$ cat config.mk
export PLATFORM = sky130hd
export DESIGN_NAME = policy_lookup_arbiter_flat
export DESIGN_NICKNAME = d
export VERILOG_FILES = /design/src/rtl/policy_lookup_arbiter_pkg.sv /design/src/rtl/policy_lookup_arbiter_if.sv /design/src/rtl/policy_lookup_arbiter_rr_pick.sv /design/src/rtl/policy_lookup_arbiter.sv /design/src/flat_wrapper.sv
export SDC_FILE = /design/constraint.sdc
export NUM_CORES = 1
export LEC_CHECK = 0
export CELL_PAD_IN_SITES_DETAIL_PLACEMENT = 0
export CELL_PAD_IN_SITES_GLOBAL_PLACEMENT = 2
export CORE_MARGIN = 2
export CORE_UTILIZATION = 19
export DETAILED_ROUTE_END_ITERATION = 8
export GPL_TIMING_DRIVEN = 0
export PLACE_DENSITY = 0.81
export RECOVER_POWER = 25
export SYNTH_ARGS = -nofsm -noshare
export SYNTH_HDL_FRONTEND = slang
export SYNTH_SLANG_ARGS = --single-unit
$ cat constraint.sdc
create_clock -name clk -period 1.8 [get_ports clk]
set_input_delay 0.27 -clock clk [delete_from_list [all_inputs] [get_ports clk]]
set_output_delay 0.27 -clock clk [all_outputs]
set_load 0.02 [all_outputs]
$ cat src/rtl/policy_lookup_arbiter_pkg.sv
// Shared types and default parameters for the policy lookup arbiter.
package policy_arb_pkg;

  typedef enum logic [1:0] {
    ST_IDLE  = 2'd0,
    ST_ISSUE = 2'd1,
    ST_WAIT  = 2'd2,
    ST_RESP  = 2'd3
  } arb_state_e;

  localparam int DEF_N_REQ   = 4;
  localparam int DEF_DATA_W  = 32;
  localparam int DEF_TIMEOUT = 15;

endpackage

$ cat src/rtl/policy_lookup_arbiter_if.sv
// Requester-side and policy-server-side signals of the lookup arbiter.
interface policy_lookup_arbiter_if #(
  parameter int N_REQ  = 4,
  parameter int DATA_W = 32
);

  logic [N_REQ-1:0]        req_valid;
  logic [N_REQ*DATA_W-1:0] req_data;
  logic [N_REQ-1:0]        req_ready;
  logic [N_REQ-1:0]        rsp_valid;
  logic [DATA_W-1:0]       rsp_data;
  logic                    rsp_timeout;
  logic                    wr_FW;
  logic [DATA_W-1:0]       srv_wso;
  logic                    srv_update;
  logic [DATA_W-1:0]       srv_wsi;
  logic                    srv_capture;

  // master: requesters plus policy server; slave: the arbiter
  modport master (
    output req_valid, req_data, wr_FW, srv_wsi, srv_capture,
    input  req_ready, rsp_valid, rsp_data, rsp_timeout, srv_wso, srv_update
  );

  modport slave (
    input  req_valid, req_data, wr_FW, srv_wsi, srv_capture,
    output req_ready, rsp_valid, rsp_data, rsp_timeout, srv_wso, srv_update
  );

endinterface

$ cat src/rtl/policy_lookup_arbiter_rr_pick.sv
// Combinational round-robin selector: first asserted request after the last grant.
module rr_pick #(
  parameter int N_REQ = 4,
  parameter int IW    = $clog2(N_REQ)
) (
  input  logic [N_REQ-1:0] i_req,
  input  logic [IW-1:0]    i_last,
  output logic             o_any,
  output logic [IW-1:0]    o_idx
);

  function automatic logic [IW-1:0] wrap_add(input logic [IW-1:0] a, input int k);
    int s;
    s = k + int'(a);
    if (s >= N_REQ) s = s - N_REQ;
    return IW'(s);
  endfunction

  // Scan from farthest to nearest so the nearest asserted index wins.
  always_comb begin
    o_any = |i_req;
    o_idx = '0;
    for (int k = N_REQ; k >= 1; k--) begin
      if (i_req[wrap_add(i_last, k)]) o_idx = wrap_add(i_last, k);
    end
  end

endmodule

$ cat src/rtl/policy_lookup_arbiter.sv
// Shares the policy server lookup port among N_REQ firewall requesters,
// one lookup in flight, round-robin grants, response timeout.
module policy_lookup_arbiter
  import policy_arb_pkg::*;
#(
  parameter int N_REQ   = DEF_N_REQ,
  parameter int DATA_W  = DEF_DATA_W,
  parameter int TIMEOUT = DEF_TIMEOUT
) (
  input  logic                    clk,
  input  logic                    rst,
  policy_lookup_arbiter_if.slave  bus
);

  localparam int IW = $clog2(N_REQ);
  localparam int TW = $clog2(TIMEOUT + 1);

  localparam logic [1:0] S_IDLE  = ST_IDLE;
  localparam logic [1:0] S_ISSUE = ST_ISSUE;
  localparam logic [1:0] S_WAIT  = ST_WAIT;
  localparam logic [1:0] S_RESP  = ST_RESP;

  localparam logic [N_REQ-1:0] ONE = {{(N_REQ-1){1'b0}}, 1'b1};

  logic [1:0]        r_state;
  logic [IW-1:0]     r_grant;
  logic [IW-1:0]     r_last;
  logic [TW-1:0]     r_timer;
  logic [N_REQ-1:0]  r_req_ready;
  logic [N_REQ-1:0]  r_rsp_valid;
  logic [DATA_W-1:0] r_rsp_data;
  logic              r_rsp_timeout;
  logic [DATA_W-1:0] r_srv_wso;
  logic              r_srv_update;

  logic              w_any;
  logic [IW-1:0]     w_idx;

  rr_pick #(.N_REQ(N_REQ), .IW(IW)) u_pick (
    .i_req  (bus.req_valid),
    .i_last (r_last),
    .o_any  (w_any),
    .o_idx  (w_idx)
  );

  always_ff @(posedge clk) begin
    if (rst) begin
      r_state       <= S_IDLE;
      r_grant       <= '0;
      r_last        <= IW'(N_REQ - 1);
      r_timer       <= '0;
      r_req_ready   <= '0;
      r_rsp_valid   <= '0;
      r_rsp_data    <= '0;
      r_rsp_timeout <= 1'b0;
      r_srv_wso     <= '0;
      r_srv_update  <= 1'b0;
    end else begin
      r_req_ready  <= '0;
      r_srv_update <= 1'b0;
      case (r_state)
        S_IDLE: begin
          if (!bus.wr_FW && w_any) begin
            r_grant      <= w_idx;
            r_last       <= w_idx;
            r_srv_wso    <= bus.req_data[w_idx*DATA_W +: DATA_W];
            r_req_ready  <= ONE << w_idx;
            r_srv_update <= 1'b1;
            r_state      <= S_ISSUE;
          end
        end
        S_ISSUE: begin
          r_timer <= '0;
          // A go pulse that overlapped a policy write is discarded and re-issued.
          if (r_srv_update && !bus.wr_FW) r_state <= S_WAIT;
          else r_srv_update <= !bus.wr_FW;
        end
        S_WAIT: begin
          if (bus.srv_capture) begin
            r_rsp_valid   <= ONE << r_grant;
            r_rsp_data    <= bus.srv_wsi;
            r_rsp_timeout <= 1'b0;
            r_state       <= S_RESP;
          end else if (bus.wr_FW) begin
            r_timer <= '0;
            r_state <= S_ISSUE;
          end else if (r_timer == TW'(TIMEOUT)) begin
            r_rsp_valid   <= ONE << r_grant;
            r_rsp_data    <= '0;
            r_rsp_timeout <= 1'b1;
            r_state       <= S_RESP;
          end else begin
            r_timer <= r_timer + 1'b1;
          end
        end
        S_RESP: begin
          r_rsp_valid   <= '0;
          r_rsp_data    <= '0;
          r_rsp_timeout <= 1'b0;
          r_state       <= S_IDLE;
        end
        default: r_state <= S_IDLE;
      endcase
    end
  end

  assign bus.req_ready   = r_req_ready;
  assign bus.rsp_valid   = r_rsp_valid;
  assign bus.rsp_data    = r_rsp_data;
  assign bus.rsp_timeout = r_rsp_timeout;
  assign bus.srv_wso     = r_srv_wso;
  assign bus.srv_update  = r_srv_update;

endmodule

$ cat src/flat_wrapper.sv
// flat-port wrapper written by rule: the top's interface ports become plain ports
module policy_lookup_arbiter_flat import policy_arb_pkg::*;
#(
  parameter int N_REQ   = DEF_N_REQ,
  parameter int DATA_W  = DEF_DATA_W,
  parameter int TIMEOUT = DEF_TIMEOUT
)
  (clk, rst, bus_req_valid, bus_req_data, bus_wr_FW, bus_srv_wsi, bus_srv_capture, bus_req_ready, bus_rsp_valid, bus_rsp_data, bus_rsp_timeout, bus_srv_wso, bus_srv_update);
  policy_lookup_arbiter_if #(.N_REQ(N_REQ), .DATA_W(DATA_W)) bus_i ();
  input  logic clk;
  input  logic rst;
  input wire logic [$bits(bus_i.req_valid)-1:0] bus_req_valid;
  input wire logic [$bits(bus_i.req_data)-1:0] bus_req_data;
  input wire logic [$bits(bus_i.wr_FW)-1:0] bus_wr_FW;
  input wire logic [$bits(bus_i.srv_wsi)-1:0] bus_srv_wsi;
  input wire logic [$bits(bus_i.srv_capture)-1:0] bus_srv_capture;
  output wire logic [$bits(bus_i.req_ready)-1:0] bus_req_ready;
  output wire logic [$bits(bus_i.rsp_valid)-1:0] bus_rsp_valid;
  output wire logic [$bits(bus_i.rsp_data)-1:0] bus_rsp_data;
  output wire logic [$bits(bus_i.rsp_timeout)-1:0] bus_rsp_timeout;
  output wire logic [$bits(bus_i.srv_wso)-1:0] bus_srv_wso;
  output wire logic [$bits(bus_i.srv_update)-1:0] bus_srv_update;
  assign bus_i.req_valid = bus_req_valid;
  assign bus_i.req_data = bus_req_data;
  assign bus_i.wr_FW = bus_wr_FW;
  assign bus_i.srv_wsi = bus_srv_wsi;
  assign bus_i.srv_capture = bus_srv_capture;
  assign bus_req_ready = bus_i.req_ready;
  assign bus_rsp_valid = bus_i.rsp_valid;
  assign bus_rsp_data = bus_i.rsp_data;
  assign bus_rsp_timeout = bus_i.rsp_timeout;
  assign bus_srv_wso = bus_i.srv_wso;
  assign bus_srv_update = bus_i.srv_update;
  policy_lookup_arbiter #(.N_REQ(N_REQ), .DATA_W(DATA_W), .TIMEOUT(TIMEOUT)) u_core (.clk(clk), .rst(rst), .bus(bus_i));
endmodule
==> results.json <==
{
  "clk_path_buf_depth": 2,
  "async_reset_ff_frac": 0,
  "yosysWarnings": 0,
  "grt_max_degree": 14,
  "htree_levels": 3,
  "placed_cell_area_um2": 7190,
  "gp_congestion": 0.735,
  "grt_usage": 0.143,
  "drc": 0,
  "cts_tree": "yes",
  "rsz0062_at_grt": "true",
  "die_area_um2": 24500,
  "drive_above_1_share": 0.183,
  "violations": "negative setup slack",
  "ys.flop_type": "dfxtp_1",
  "min_path_type": "input port to flop",
  "synth_area_um2": 4420,
  "hpwl_um": 13200,
  "slew_headroom": 0.447,
  "dr.pass1.iters": 4,
  "fp.coreArea_um2": 22700,
  "min_from": "bus_srv_capture",
  "cp.arrival_ps": 2000,
  "yosysMostFrequentCell": "dfxtp_1",
  "finalCritPeriodShare": 1.00,
  "routed_via_density": 4.56,
  "critPathSlowestCell": "dfxtp_4",
  "dr.first_iter.drc_count": 136,
  "end_kind": "flop",
  "seq_area_frac_synth": 0.380,
  "maxSlewViolCount": 0,
  "setup_viol": 1,
  "status": "finished, violations left",
  "grt_pass1_wl_um": 27000,
  "port_buffers": 239,
  "skew_ps": 9.46,
  "ys_top_cells_by_count": "dfxtp_1 (84), nand2_1 (67), mux2i_1 (48)",
  "fmax_ghz": 0.553,
  "max_slew.worst_pin.slew_ps": 830,
  "clkLatencyLatePin_ps": 350,
  "ant_nets": 0,
  "pin_count": 242,
  "required_ps": 1990,
  "hold_depth": 3,
  "r2r-start": "u_core.r_last[0]",
  "finalHoldViolations": 0,
  "critical_path.max_fanout": 6,
  "path_buf_inv": 5,
  "synth_area_leaders": "dfxtp_1 (38%), mux2i_1 (11%), nand4b_1 (6.3%)",
  "start_util": 0.195,
  "power_leakage_uw": 0.00310,
  "vias": 4838,
  "overflow": 0,
  "numCtsBuffers": 9,
  "diodes": 0,
  "clock-sinks": 84,
  "maxCapViolCount": 0,
  "critPathTopFamily": "buffers and inverters",
  "cp-start-kind": "flop",
  "post_drt_wl_per_cell_um": 17.2,
  "grt_antenna_before_repair": 0,
  "finalCriticalPeriod_ps": 1810,
  "vdd_drop_max_uv": 323,
  "power_density_nw_per_um2": 1010,
  "fp.dieW_um": 157,
  "crit_chain": "nand2b_4, a21oi_4, nor3_4, buf_6, buf_6, buf_12, buf_8, buf_6, a211oi_2, a2111oi_2",
  "r2r_slack_ps": -8,
  "yosys.area.top_type": "dfxtp_1",
  "design_area_um2": 8190,
  "final_nets": 946,
  "area_growth_pct": 85.2,
  "root_buffer": "clkbuf_16",
  "synth_top_area_frac": 0.380,
  "cp_slowest_stage_delay_ps": 360,
  "synth_cell_type_count": 51,
  "path_clk_slew_ps": 60,
  "totalPowerFinal_uw": 8280,
  "crit_type": "flop to flop",
  "synth_nets": 669,
  "die_h_um": 157,
  "setup_slack_ps": -7.98,
  "syn_avg_cell_area_um2": 8.91,
  "ys_ff_latch": 84,
  "placementRows": 55,
  "syn_inst": 496,
  "crit_top_cell": "buf_6",
  "r2r_end": "u_core.bus.srv_wso[2]",
  "r2r_cells": 10,
  "wirelength_um": 18300,
  "pre_cts_slack_ps": -983,
  "grt_pass1_vias": 4751,
  "hold_end": "u_core.bus.rsp_data[30]",
  "synth_edf_count": 0
}
## final cells by class
class | instances | area, um^2
Buffer | 43 | 347
Fill cell | 2374 | 14500
Multi-Input combinational cell | 359 | 2810
Tap cell | 285 | 357
Clock buffer | 10 | 239
Timing Repair Buffer | 270 | 2690
Sequential cell | 84 | 1690
Clock inverter | 4 | 26.3
Inverter | 6 | 25.0
## where the power goes
group / internal, uW / leakage (uW) / switching (uW)
Combinational: 2100 / 0.00228 / 2060
Clock: 959 / 0.000131 / 802
Sequential: 2180 / 0.000686 / 180
## cell families (layout without fill, tap and decap cells)
group,Yosys count,in the layout,share of synthesized area
multiplexers,48,48,0.109
flip-flops,84,84,0.380
AND/OR/NAND/NOR,177,177,0.222
buffers and inverters,53,333,0.0506
AO/OA/AOI/OAI,126,126,0.218
adder cells (fa/ha/maj),5,5,0.0141
XOR/XNOR,3,3,0.00594
## cell usage in the layout, fill, tap and decap left out, types with 6 or more instances in the layout
master and count:
a31o_1 8, clkdlybuf4s50_1 204, buf_4 22, a211oi_2 10, nor3b_1 14, nand2_1 66
mux2i_2 6, nand4b_1 32, dfxtp_1 80, mux2i_1 39, o31a_1 17, a2111oi_2 14
dlygate4sd3_1 31, clkbuf_2 7, clkbuf_1 18, a21oi_1 38, clkbuf_16 10, a31o_2 6
buf_6 10, nor2_1 33
## per-layer routing
metal	track usage	vias to the layer above	wire length, um
met1	0.180	2275	8200
met2	0.235	159	8570
met5	0	-	0
li1	-	2387	-
met3	0.0424	17	1250
met4	0.0402	0	254
## flip-flops by register name, indices dropped and copies added, names as in the netlist
register,cells
u_core.r_grant,2
u_core.r_timer,4
u_core.bus.srv_wso,32
u_core.bus.srv_update,1
u_core.bus.rsp_timeout,1
u_core.bus.rsp_data,32
u_core.bus.req_ready,4
u_core.bus.rsp_valid,4
u_core.r_state,2
u_core.r_last,2
## how the worst max path moves through the flow
stage / from / to / slack [ps] / depth (start not counted)
global route: u_core.r_last[0] / u_core.bus.srv_wso[4] / -70 / 9
global placement: bus_req_valid[1] / u_core.bus.srv_wso[12] / -990 / 6
detailed placement: bus_req_valid[1] / u_core.bus.srv_wso[7] / -980 / 6
floorplan: u_core.r_last[0] / u_core.bus.srv_wso[9] / -6 / 8
CTS: u_core.r_last[0] / u_core.bus.srv_wso[28] / -20 / 8
finish: u_core.r_last[0] / u_core.bus.srv_wso[2] / -8 / 10
## through the flow
| step | hold slack, ps | setup TNS, ps | util | std cells |
|---|---|---|---|---|
| 4_1_cts | 401 | -132 | 0.347 | 1049 |
| 2_1_floorplan | 439 | -38.8 | - | 496 |
| 6_report | 420 | -7.98 | 0.361 | 1061 |
| 3_3_place_gp | 439 | -50360 | 0.317 | 1020 |
| 5_1_grt | 462 | -444 | 0.361 | 1061 |
| 3_5_place_dp | 443 | -49710 | 0.317 | 1020 |
## timing repair
action	4_1_cts	5_1_grt
setup buffers	14	15
gates cloned	2	1
hold buffers	0	0
gates resized for setup	88	69
setup endpoints to repair	77	70
pin swaps	14	17
## tightest hold or removal path, cell delays in order
cell and delay [ps]:
clkbuf_1 210, nand4b_1 160, a21oi_1 60
Note: power is estimated with default switching activity, not from simulation.
